**config.mk**
```make
export PLATFORM = sky130hd
export DESIGN_NAME = uart_rx_buffer
export DESIGN_NICKNAME = d
export VERILOG_FILES = /design/src/rtl/uart_rx_buffer_pkg.sv /design/src/rtl/uart_rx_buffer_mem.sv /design/src/rtl/uart_rx_buffer.sv
export SDC_FILE = /design/constraint.sdc
export NUM_CORES = 1
export LEC_CHECK = 0
export CORE_AREA = 4 4 104 145
export CTS_CLUSTER_SIZE = 16
export DETAILED_ROUTE_END_ITERATION = 10
export DIE_AREA = 0 0 108 149
export PLACE_DENSITY = 0.58
export SETUP_SLACK_MARGIN = 0.2
export SKIP_CTS_REPAIR_TIMING = 1
export SLEW_MARGIN = 40
export SYNTH_ARGS = -nofsm -noshare
export SYNTH_HDL_FRONTEND = slang
export SYNTH_SLANG_ARGS = --single-unit
export TNS_END_PERCENT = 5
```
**constraint.sdc**
```tcl
create_clock -name clk -period 3.5 [get_ports clk]
set_clock_uncertainty 0.05 [all_clocks]
set_input_delay 0.525 -clock clk [delete_from_list [all_inputs] [get_ports clk]]
set_output_delay 0.525 -clock clk [all_outputs]
set_load 0.01 [all_outputs]
```
**src/rtl/uart_rx_buffer_pkg.sv**
```systemverilog
// ============================================================================
// Module      : uart_rx_buffer_pkg
// Description : Shared UART constants and the capture FSM state encoding used
//               by the receive buffer.
// Revision    : 1.0  initial release
// ============================================================================
`default_nettype none

package uart_rx_buffer_pkg;

    // Byte width delivered by the receiver's data_out.
    localparam int UART_DATA_W   = 8;
    // 100 MHz / 76.8 kHz : baud divisor used by the receiver/transmitter pair.
    localparam int UART_BAUD_DIV = 1302;

    // Capture FSM: one push per new_data assertion.
    typedef enum logic [0:0] {
        ST_IDLE = 1'b0,
        ST_ACK  = 1'b1
    } cap_state_t;

endpackage : uart_rx_buffer_pkg

`default_nettype wire

```
**src/rtl/uart_rx_buffer_mem.sv**
```systemverilog
// ============================================================================
// Module      : uart_rx_buffer_mem
// Description : DEPTH x DATA_W storage for the receive FIFO. One synchronous
//               write port, one asynchronous read port (show-ahead head).
//               Storage is not reset; occupancy is tracked by the parent.
// Ports       : clk    - system clock
//               we     - write enable
//               waddr  - write address (AW bits)
//               wdata  - write data
//               raddr  - read address (AW bits)
//               rdata  - combinational read data
// Revision    : 1.0  initial release
// ============================================================================
`default_nettype none

module uart_rx_buffer_mem #(
    parameter int DEPTH  = 16,
    parameter int AW     = 4,
    parameter int DATA_W = 8
) (
    input  logic              clk,
    input  logic              we,
    input  logic [AW-1:0]     waddr,
    input  logic [DATA_W-1:0] wdata,
    input  logic [AW-1:0]     raddr,
    output logic [DATA_W-1:0] rdata
);

    logic [DATA_W-1:0] r_mem [DEPTH];

    always_ff @(posedge clk) begin
        if (we) begin
            r_mem[waddr] <= wdata;
        end
    end

    assign rdata = r_mem[raddr];

endmodule : uart_rx_buffer_mem

`default_nettype wire

```
**src/rtl/uart_rx_buffer.sv**
```systemverilog
// ============================================================================
// Module      : uart_rx_buffer
// Description : Downstream stage of the UART receiver. Captures bytes on the
//               data_out/new_data/read handshake into a DEPTH-entry FIFO and
//               presents the head entry to the CPU as show-ahead read data.
// Macro       : UART_RXBUF_STATUS_EN - adds overflow/drop_cnt/ovf_clr ports
//               and the drop-tracking registers behind them.
// Ports       : clk         - system clock, rising edge
//               rst         - synchronous reset, active-low
//               rx_data     - receiver data_out
//               rx_new_data - receiver new_data (level, held until acked)
//               rx_read     - acknowledge to receiver
//               rd_en       - CPU pops the head entry
//               rd_data     - head entry, valid when empty==0 (0 when empty)
//               empty/full  - occupancy flags derived from count
//               count       - occupancy 0..DEPTH
//               overflow    - sticky drop flag            (status build)
//               drop_cnt    - saturating dropped-byte count (status build)
//               ovf_clr     - clears overflow and drop_cnt  (status build)
// Revision    : 1.0  initial release
// ============================================================================
`default_nettype none

module uart_rx_buffer
    import uart_rx_buffer_pkg::*;
#(
    parameter int DEPTH  = 16,
    parameter int AW     = 4,
    parameter int DATA_W = UART_DATA_W
) (
    input  logic              clk,
    input  logic              rst,
    input  logic [DATA_W-1:0] rx_data,
    input  logic              rx_new_data,
    output logic              rx_read,
    input  logic              rd_en,
    output logic [DATA_W-1:0] rd_data,
    output logic              empty,
    output logic              full,
`ifdef UART_RXBUF_STATUS_EN
    output logic              overflow,
    output logic [7:0]        drop_cnt,
    input  logic              ovf_clr,
`endif
    output logic [AW:0]       count
);

    localparam logic [AW:0] C_FULL_COUNT = (AW+1)'(DEPTH);

    cap_state_t        r_state;
    cap_state_t        w_state_nxt;
    logic              w_capture;
    logic              w_push;
    logic              w_pop;
    logic [AW-1:0]     r_wr_ptr;
    logic [AW-1:0]     r_rd_ptr;
    logic [AW:0]       r_count;
    logic [DATA_W-1:0] w_mem_rdata;

    // ------------------------------------------------------------------
    // Capture FSM
    // ------------------------------------------------------------------
    always_ff @(posedge clk) begin
        if (!rst) begin
            r_state <= ST_IDLE;
        end else begin
            r_state <= w_state_nxt;
        end
    end

    // A byte is sampled only on the IDLE->ACK transition, so a long
    // new_data level yields exactly one capture.
    always_comb begin
        w_state_nxt = r_state;
        w_capture   = 1'b0;
        unique case (r_state)
            ST_IDLE: begin
                if (rx_new_data) begin
                    w_capture   = 1'b1;
                    w_state_nxt = ST_ACK;
                end
            end
            ST_ACK: begin
                if (!rx_new_data) begin
                    w_state_nxt = ST_IDLE;
                end
            end
            default: w_state_nxt = ST_IDLE;
        endcase
    end

    assign rx_read = (r_state == ST_ACK);

    // ------------------------------------------------------------------
    // FIFO control
    // ------------------------------------------------------------------
    assign empty = (r_count == '0);
    assign full  = (r_count == C_FULL_COUNT);
    assign count = r_count;

    // Pop only when something is there; a pop while full frees the slot
    // that a same-cycle capture then fills.
    assign w_pop  = rd_en && !empty;
    assign w_push = w_capture && (!full || w_pop);

    always_ff @(posedge clk) begin
        if (!rst) begin
            r_wr_ptr <= '0;
            r_rd_ptr <= '0;
            r_count  <= '0;
        end else begin
            if (w_push) begin
                r_wr_ptr <= r_wr_ptr + AW'(1);
            end
            if (w_pop) begin
                r_rd_ptr <= r_rd_ptr + AW'(1);
            end
            unique case ({w_push, w_pop})
                2'b10:   r_count <= r_count + (AW+1)'(1);
                2'b01:   r_count <= r_count - (AW+1)'(1);
                default: r_count <= r_count;
            endcase
        end
    end

    uart_rx_buffer_mem #(
        .DEPTH  (DEPTH),
        .AW     (AW),
        .DATA_W (DATA_W)
    ) u_mem (
        .clk    (clk),
        .we     (w_push),
        .waddr  (r_wr_ptr),
        .wdata  (rx_data),
        .raddr  (r_rd_ptr),
        .rdata  (w_mem_rdata)
    );

    // Force a defined value while empty so reset shows rd_data=0 even though
    // the storage itself is not cleared.
    assign rd_data = empty ? '0 : w_mem_rdata;

    // ------------------------------------------------------------------
    // Optional drop tracking
    // ------------------------------------------------------------------
`ifdef UART_RXBUF_STATUS_EN
    logic       w_drop;
    logic       r_overflow;
    logic [7:0] r_drop_cnt;

    assign w_drop = w_capture && !w_push;

    always_ff @(posedge clk) begin
        if (!rst) begin
            r_overflow <= 1'b0;
            r_drop_cnt <= '0;
        end else if (ovf_clr) begin
            // Clear wins over a drop in the same cycle.
            r_overflow <= 1'b0;
            r_drop_cnt <= '0;
        end else if (w_drop) begin
            r_overflow <= 1'b1;
            if (r_drop_cnt != 8'hFF) begin
                r_drop_cnt <= r_drop_cnt + 8'd1;
            end
        end
    end

    assign overflow = r_overflow;
    assign drop_cnt = r_drop_cnt;
`endif

endmodule : uart_rx_buffer

`default_nettype wire

```
==> impl_metrics.yaml, run 1 <==
pwr:
  leakagePower_nw: 2.347
  vdd_drop_max_uv: 471.3
  powerDensity_nw_per_um2: 706.4
setup_path:
  slowest_stage: "or4_4"
  critPathCaptureType: "output port"
  critical_path_class: "flop to output port"
  worst-path-stages: 4
  path_cells: "or4_4 -> nor2_2 -> a211oi_1 -> clkdlybuf4s50_1"
  worst_setup_path_start_kind: "flop"
  required_ns: 2.92
  crit_family: "simple AND/OR/NAND/NOR gates"
  critPathMaxStageDelay_ns: 0.66
  arrival_ns: 2.56
  critPathBufInv: 1
  critPathMaxFanout: 9
  r2r.worst_path.cells: 8
hold_path:
  whs_path_depth: 2
  hp-class: "flop to flop"
yosys:
  syn_area_per_cell_sq_um: 17.86
  synthXorXnorAreaFrac: 0.005786
  ys.warnings.count: 0
  yosys.area_share.adder: 0.01984
  synth_top_family_by_area: "multiplexers"
  synthCells: 339
  yosys.area_share.simple: 0.06572
  syn_nets: 360
  synth_mux_area_frac: 0.1405
  synth_compound_area_frac: 0.05146
  synth.distinct_cells: 41
  ys_seq_area_frac: 0.6944
  syn_area_sq_um: 6055
  ys_ff_latch: 146
clock_network:
  cts-htree-levels: 4
  clock-sinks: 146
  cts_root_buf: "clkbuf_16"
  cts_tree: "done"
  cts-buffers-inserted: 17
  clk_path_buf_depth: 2
  clkSlewWorstSetupHoldPaths_ns: 0.06
  clk_latency_ns: 0.42
layout:
  fill_cells: 1133
  layout.cells.non_filler: 590
  diodes: 0
  final_core_util: 0.5271
  area_growth_pct: 20.54
  mostFrequentLayoutCell: "edfxtp_1"
  final_cell_mix: "edfxtp_1, mux4_2, clkdlybuf4s50_1, buf_4"
  drive_gt1_frac: 0.2395
  layout.nets: 413
grt:
  use_met1: 0.2095
  use_met3: 0.03595
  busiest_layer: "met2"
  grt_pass1_wl_mm: 19.26
  grt_remaining_overflow: 0
  grtUsageTotal: 0.1648
  antenna_found_initial: 0
  use_met2: 0.2768
  grt_pass1_vias: 3313
  grt_max_degree: 33
floorplanning:
  ios: 28
  initial_core_util: 0.4372
  dieArea_sq_um: 16090
  num_rows: 51
  core_area_sq_um: 13850
  dieHeight_microns: 149
  die_x_microns: 108
sta:
  min_period_ns: 3.136
  rsz0062_at_grt: "yes"
  hold_ws_ns: 0.4739
  finalCritPeriodShare: 0.8961
  hold_viol: 0
  fin_ws_ns: 0.3636
  drv_slew: 0
  setup_viol: 0
  relSlewSlack: 0.5663
  max_freq_ghz: 0.3188
  worst_slew_pin_slew_ns: 0.6445
  tns_ns: 0
placement:
  dp.cells: 550
  gp_congestion: 0.7394
  dp_slack_ns: 0.5088
  port_buffers: 27
  dp_hpwl_mm: 7.998
job:
  maxCapViolCount: 0
drt:
  routed_wl_mm: 12.17
  drt_iter0_markers: 208
  dr.pass1.iters: 4
  drc: 0
  avgViaCountPerCell: 5.402
  postRouteAntennaNets: 0
  dr_total_vias: 3187
  wl_per_cell_microns: 20.62
status:
  outcome: "completed"
-- path summary, 6_finish.rpt --
check | startpoint | end | slack [ns]
worst max-delay path | count[0]$_SDFFE_PN0P_ | rd_data[3] | 0.36
worst min-delay path | r_wr_ptr[1]$_SDFFE_PN0P_ | r_wr_ptr[1]$_SDFFE_PN0P_ | 0.47
worst max register to register | count[0]$_SDFFE_PN0P_ | count[4]$_SDFFE_PN0P_ | 0.72
worst min register to register | r_wr_ptr[1]$_SDFFE_PN0P_ | r_wr_ptr[1]$_SDFFE_PN0P_ | 0.47
-- flip-flops by register name (all words and copies together), names as in the netlist, named ones only --
| register | cells |
|---|---|
| count | 5 |
| r_wr_ptr | 4 |
| rx_read | 1 |
| u_mem.r_mem | 128 |
| r_rd_ptr | 4 |
-- cell usage after synthesis (all sizes together) --
library cell | n | share of area
edfxtp | 128 | 0.63
mux4 | 32 | 0.12
dfxtp | 18 | 0.060
a211oi | 17 | 0.021
and2 | 15 | 0.015
buf | 13 | 0.012
mux2i | 13 | 0.021
nor2b | 11 | 0.011
nor2 | 10 | 0.0066
inv | 9 | 0.0056
ha | 8 | 0.017
nand2 | 8 | 0.0050
clkbuf | 7 | 0.0043
nand3 | 7 | 0.0058
nand2b | 6 | 0.0062
nor4 | 5 | 0.0052
o211ai | 4 | 0.0072
o21ai | 4 | 0.0070
xnor2 | 4 | 0.0058
o21a | 3 | 0.0037
a21oi | 2 | 0.0017
nor3b | 2 | 0.0025
a211o | 1 | 0.0014
a21boi | 1 | 0.0012
fa | 1 | 0.0033
nand3b | 1 | 0.0012
nand4 | 1 | 0.0010
nor3 | 1 | 0.00083
o2111a | 1 | 0.0019
o2111ai | 1 | 0.0014
o311a | 1 | 0.0035
o31ai | 1 | 0.0012
or3 | 1 | 0.0010
or4 | 1 | 0.0019
or4b | 1 | 0.0017
-- routing by layer --
metal | vias to the layer above | part of all wire
li1 | 1457 | -
met3 | 15 | 0.045
met4 | 0 | 0.014
met5 | - | 0
met2 | 92 | 0.54
met1 | 1623 | 0.41
-- power by group --
| part | switching, mW | leakage (nW) | internal [mW] | total [mW] |
|---|---|---|---|---|
| logic | 0.597 | 0.759 | 0.644 | 1.24 |
| registers | 0.0827 | 1.30 | 1.96 | 2.04 |
| clock network | 0.677 | 0.285 | 1.19 | 1.87 |
-- cell families after synthesis --
kind of cell / Yosys count
compound gates: 36
xor+xnor: 4
fa+ha+maj: 9
buf+inv: 29
flops: 146
mux: 45
simple gates: 70
-- worst reg2reg max path, delay by kind of cell (launching register included) --
family,cells,cell delay (ns)
AO/OA/AOI/OAI,2,0.36
adder cells (fa/ha/maj),1,0.32
buffers and inverters,1,0.11
flip-flops,1,0.37
AND/OR/NAND/NOR,4,1.53
-- area by class of cell --
class / instances / area (sq um) / share of cell area
Sequential cell: 146 / 4209 / 0.5767
Multi-Input combinational cell: 164 / 1722 / 0.2359
Timing Repair Buffer: 54 / 485.5 / 0.06652
Clock buffer: 19 / 432.9 / 0.05932
Tap cell: 185 / 231.5 / 0.03172
Clock inverter: 13 / 183.9 / 0.02520
Inverter: 9 / 33.78 / 0.004629
-- through the flow --
step                      total power [mW]  instance area [sq um]
after CTS                            5.192                   7234
after detailed placement             3.324                   6618
after global routing                 5.406                   7298
final                                5.155                   7298
after global placement               3.314                   6618
after floorplan                      2.877                   6055
No activity file was read; power rests on OpenSTA's default activity.
==> run 2, diff against run 1 <==
CORE_AREA = 4 4 109 153   (was 4 4 104 145)
DIE_AREA = 0 0 113 157   (was 0 0 108 149)
PLACE_DENSITY = 0.53   (was 0.58)
==> run 2 against run 1 <==
  * Register-to-register slack lost 0.05 ns
  * Wire length rose by 2.2%
  * Flip-flop and latch count unchanged
  * Sequential power about the same
  * Non-clock buffer count shrank 1
  * Critical path type unchanged
  * Highest routed layer unchanged
==> impl_metrics.yaml, run 2 (synthesized netlist as in run 1, its figures left out) <==
status:
  outcome: "completed"
sta:
  drv_slew: 0
  fin_ws_ns: 0.3216
  tns_ns: 0
  setup_viol: 0
  finalCritPeriodShare: 0.9081
  max_freq_ghz: 0.3146
  worst_slew_pin_slew_ns: 0.8448
  rsz0062_at_grt: "yes"
  hold_viol: 0
  relSlewSlack: 0.4316
  min_period_ns: 3.178
layout:
  max_flop_register: "u_mem.r_mem"
  final_cell_mix: "edfxtp_1, mux4_2, clkdlybuf4s50_1, buf_4"
  drive_gt1_frac: 0.2500
  area_growth_pct: 19.67
  mostFrequentLayoutCell: "edfxtp_1"
  diodes: 0
  layout.nets: 412
  largest_reg_flops: 128
setup_path:
  critPathBufInv: 1
  worst_setup_path_start_kind: "flop"
  slowest_stage: "or4_4"
  path_cells: "or4_4 -> nor2_2 -> a211oi_1 -> clkdlybuf4s50_1"
  required_ns: 2.92
  critical_path_class: "flop to output port"
  critPathCaptureType: "output port"
  crit_family: "simple AND/OR/NAND/NOR gates"
  critPathMaxFanout: 9
  arrival_ns: 2.60
  critPathMaxStageDelay_ns: 0.65
grt:
  grtUsageTotal: 0.1513
  antenna_found_initial: 0
  grt_remaining_overflow: 0
  grt_pass1_vias: 3354
  grt_pass1_wl_mm: 19.70
  grt_max_degree: 26
clock_network:
  cts_root_buf: "clkbuf_16"
  clk_path_buf_depth: 2
  cts-htree-levels: 4
  cts_tree: "done"
  clk_latency_ns: 0.41
  clock-sinks: 146
  cts-buffers-inserted: 17
  clkSlewWorstSetupHoldPaths_ns: 0.06
drt:
  drc: 0
  dr.pass1.iters: 4
  dr_total_vias: 3122
  avgViaCountPerCell: 5.203
  postRouteAntennaNets: 0
  wl_per_cell_microns: 20.72
  drt_iter0_markers: 229
  routed_wl_mm: 12.43
floorplanning:
  ios: 28
  die_x_microns: 113
  dieHeight_microns: 157
  core_area_sq_um: 15340
  initial_core_util: 0.3948
  dieArea_sq_um: 17740
  num_rows: 54
pwr:
  vdd_drop_max_uv: 569.2
  p_comb_frac: 0.250
  powerDensity_nw_per_um2: 683.8
  internal_power_mw: 3.526
  p_sw_mw: 1.429
  seqPwrFrac: 0.418
  clkPwrFrac: 0.333
  switching_share: 0.2883
  leakagePower_nw: 2.314
placement:
  port_buffers: 27
  dp_hpwl_mm: 8.563
  dp_slack_ns: 0.5140
  gp_congestion: 0.7399
job:
  maxCapViolCount: 0
hold_path:
  hp-class: "flop to flop"
==> run 2: cell count changes in the layout (fill, tap and decap cells not counted), sizes merged <==
cell / change
clkinv: +2
clkbuf: -2
inv: +4
bufinv: -4
buf: -1
==> run 2: per-layer routing <==
metal,GRT usage,part of all wire,wire [microns],up-vias
li1,-,-,-,1451
met1,0.1823,0.40,4985,1586
met2,0.2701,0.55,6810,75
met3,0.03423,0.039,482,10
met4,0.04639,0.012,150,0
met5,0,0,0,-
==> run 2: worst min-delay path, stage by stage (launching register included) <==
cell and delay (ns):
dfxtp_1 0.35, nand2_1 0.07, mux2i_1 0.06
==> run 2: worst paths after layout <==
kind	start	end	slack [ns]	cells past startpoint
setup / recovery	count[0]$_SDFFE_PN0P_	rd_data[5]	0.32	4
hold / removal	count[2]$_SDFFE_PN0P_	count[2]$_SDFFE_PN0P_	0.47	2
setup reg to reg	count[0]$_SDFFE_PN0P_	count[4]$_SDFFE_PN0P_	0.67	8
hold reg to reg	count[2]$_SDFFE_PN0P_	count[2]$_SDFFE_PN0P_	0.47	2
==> run 2: layout make-up <==
type                       count  area [sq um]
inverter                       9         33.78
tap                          196         245.2
clock buffer                  17         425.4
fill                        1288          8092
multi-input combinational    164          1728
sequential                   146          4210
clock inverter                15         125.1
timing repair buffer          53         478.0
==> run 2: through the flow <==
step | cell area (sq um) | power (mW) | hold WS (ns) | cells | util
after floorplan | 6055 | 2.877 | 0.4386 | 339 | -
after global placement | 6646 | 3.340 | 0.4553 | 562 | 0.4334
after detailed placement | 6646 | 3.350 | 0.4622 | 562 | 0.4334
after CTS | 7197 | 5.006 | 0.4736 | 594 | 0.4692
after global routing | 7246 | 5.224 | 0.5027 | 600 | 0.4724
final | 7246 | 4.955 | 0.4728 | 600 | 0.4724
==> run 2: power groups by stage <==
stage | registers (mW) | logic, mW | clock network [mW]
detailed placement | 2.12 | 1.23 | 0
finish | 2.07 | 1.24 | 1.65
global route | 2.09 | 1.35 | 1.78
global placement | 2.12 | 1.22 | 0
floorplan | 2.05 | 0.831 | 0
CTS | 2.08 | 1.24 | 1.69
==> run 3, diff against run 2 <==
CTS_CLUSTER_SIZE = unset   (was 16)
==> results of run 3 <==
Same layout as run 2: the final DEF is identical, and so are final timing and power.
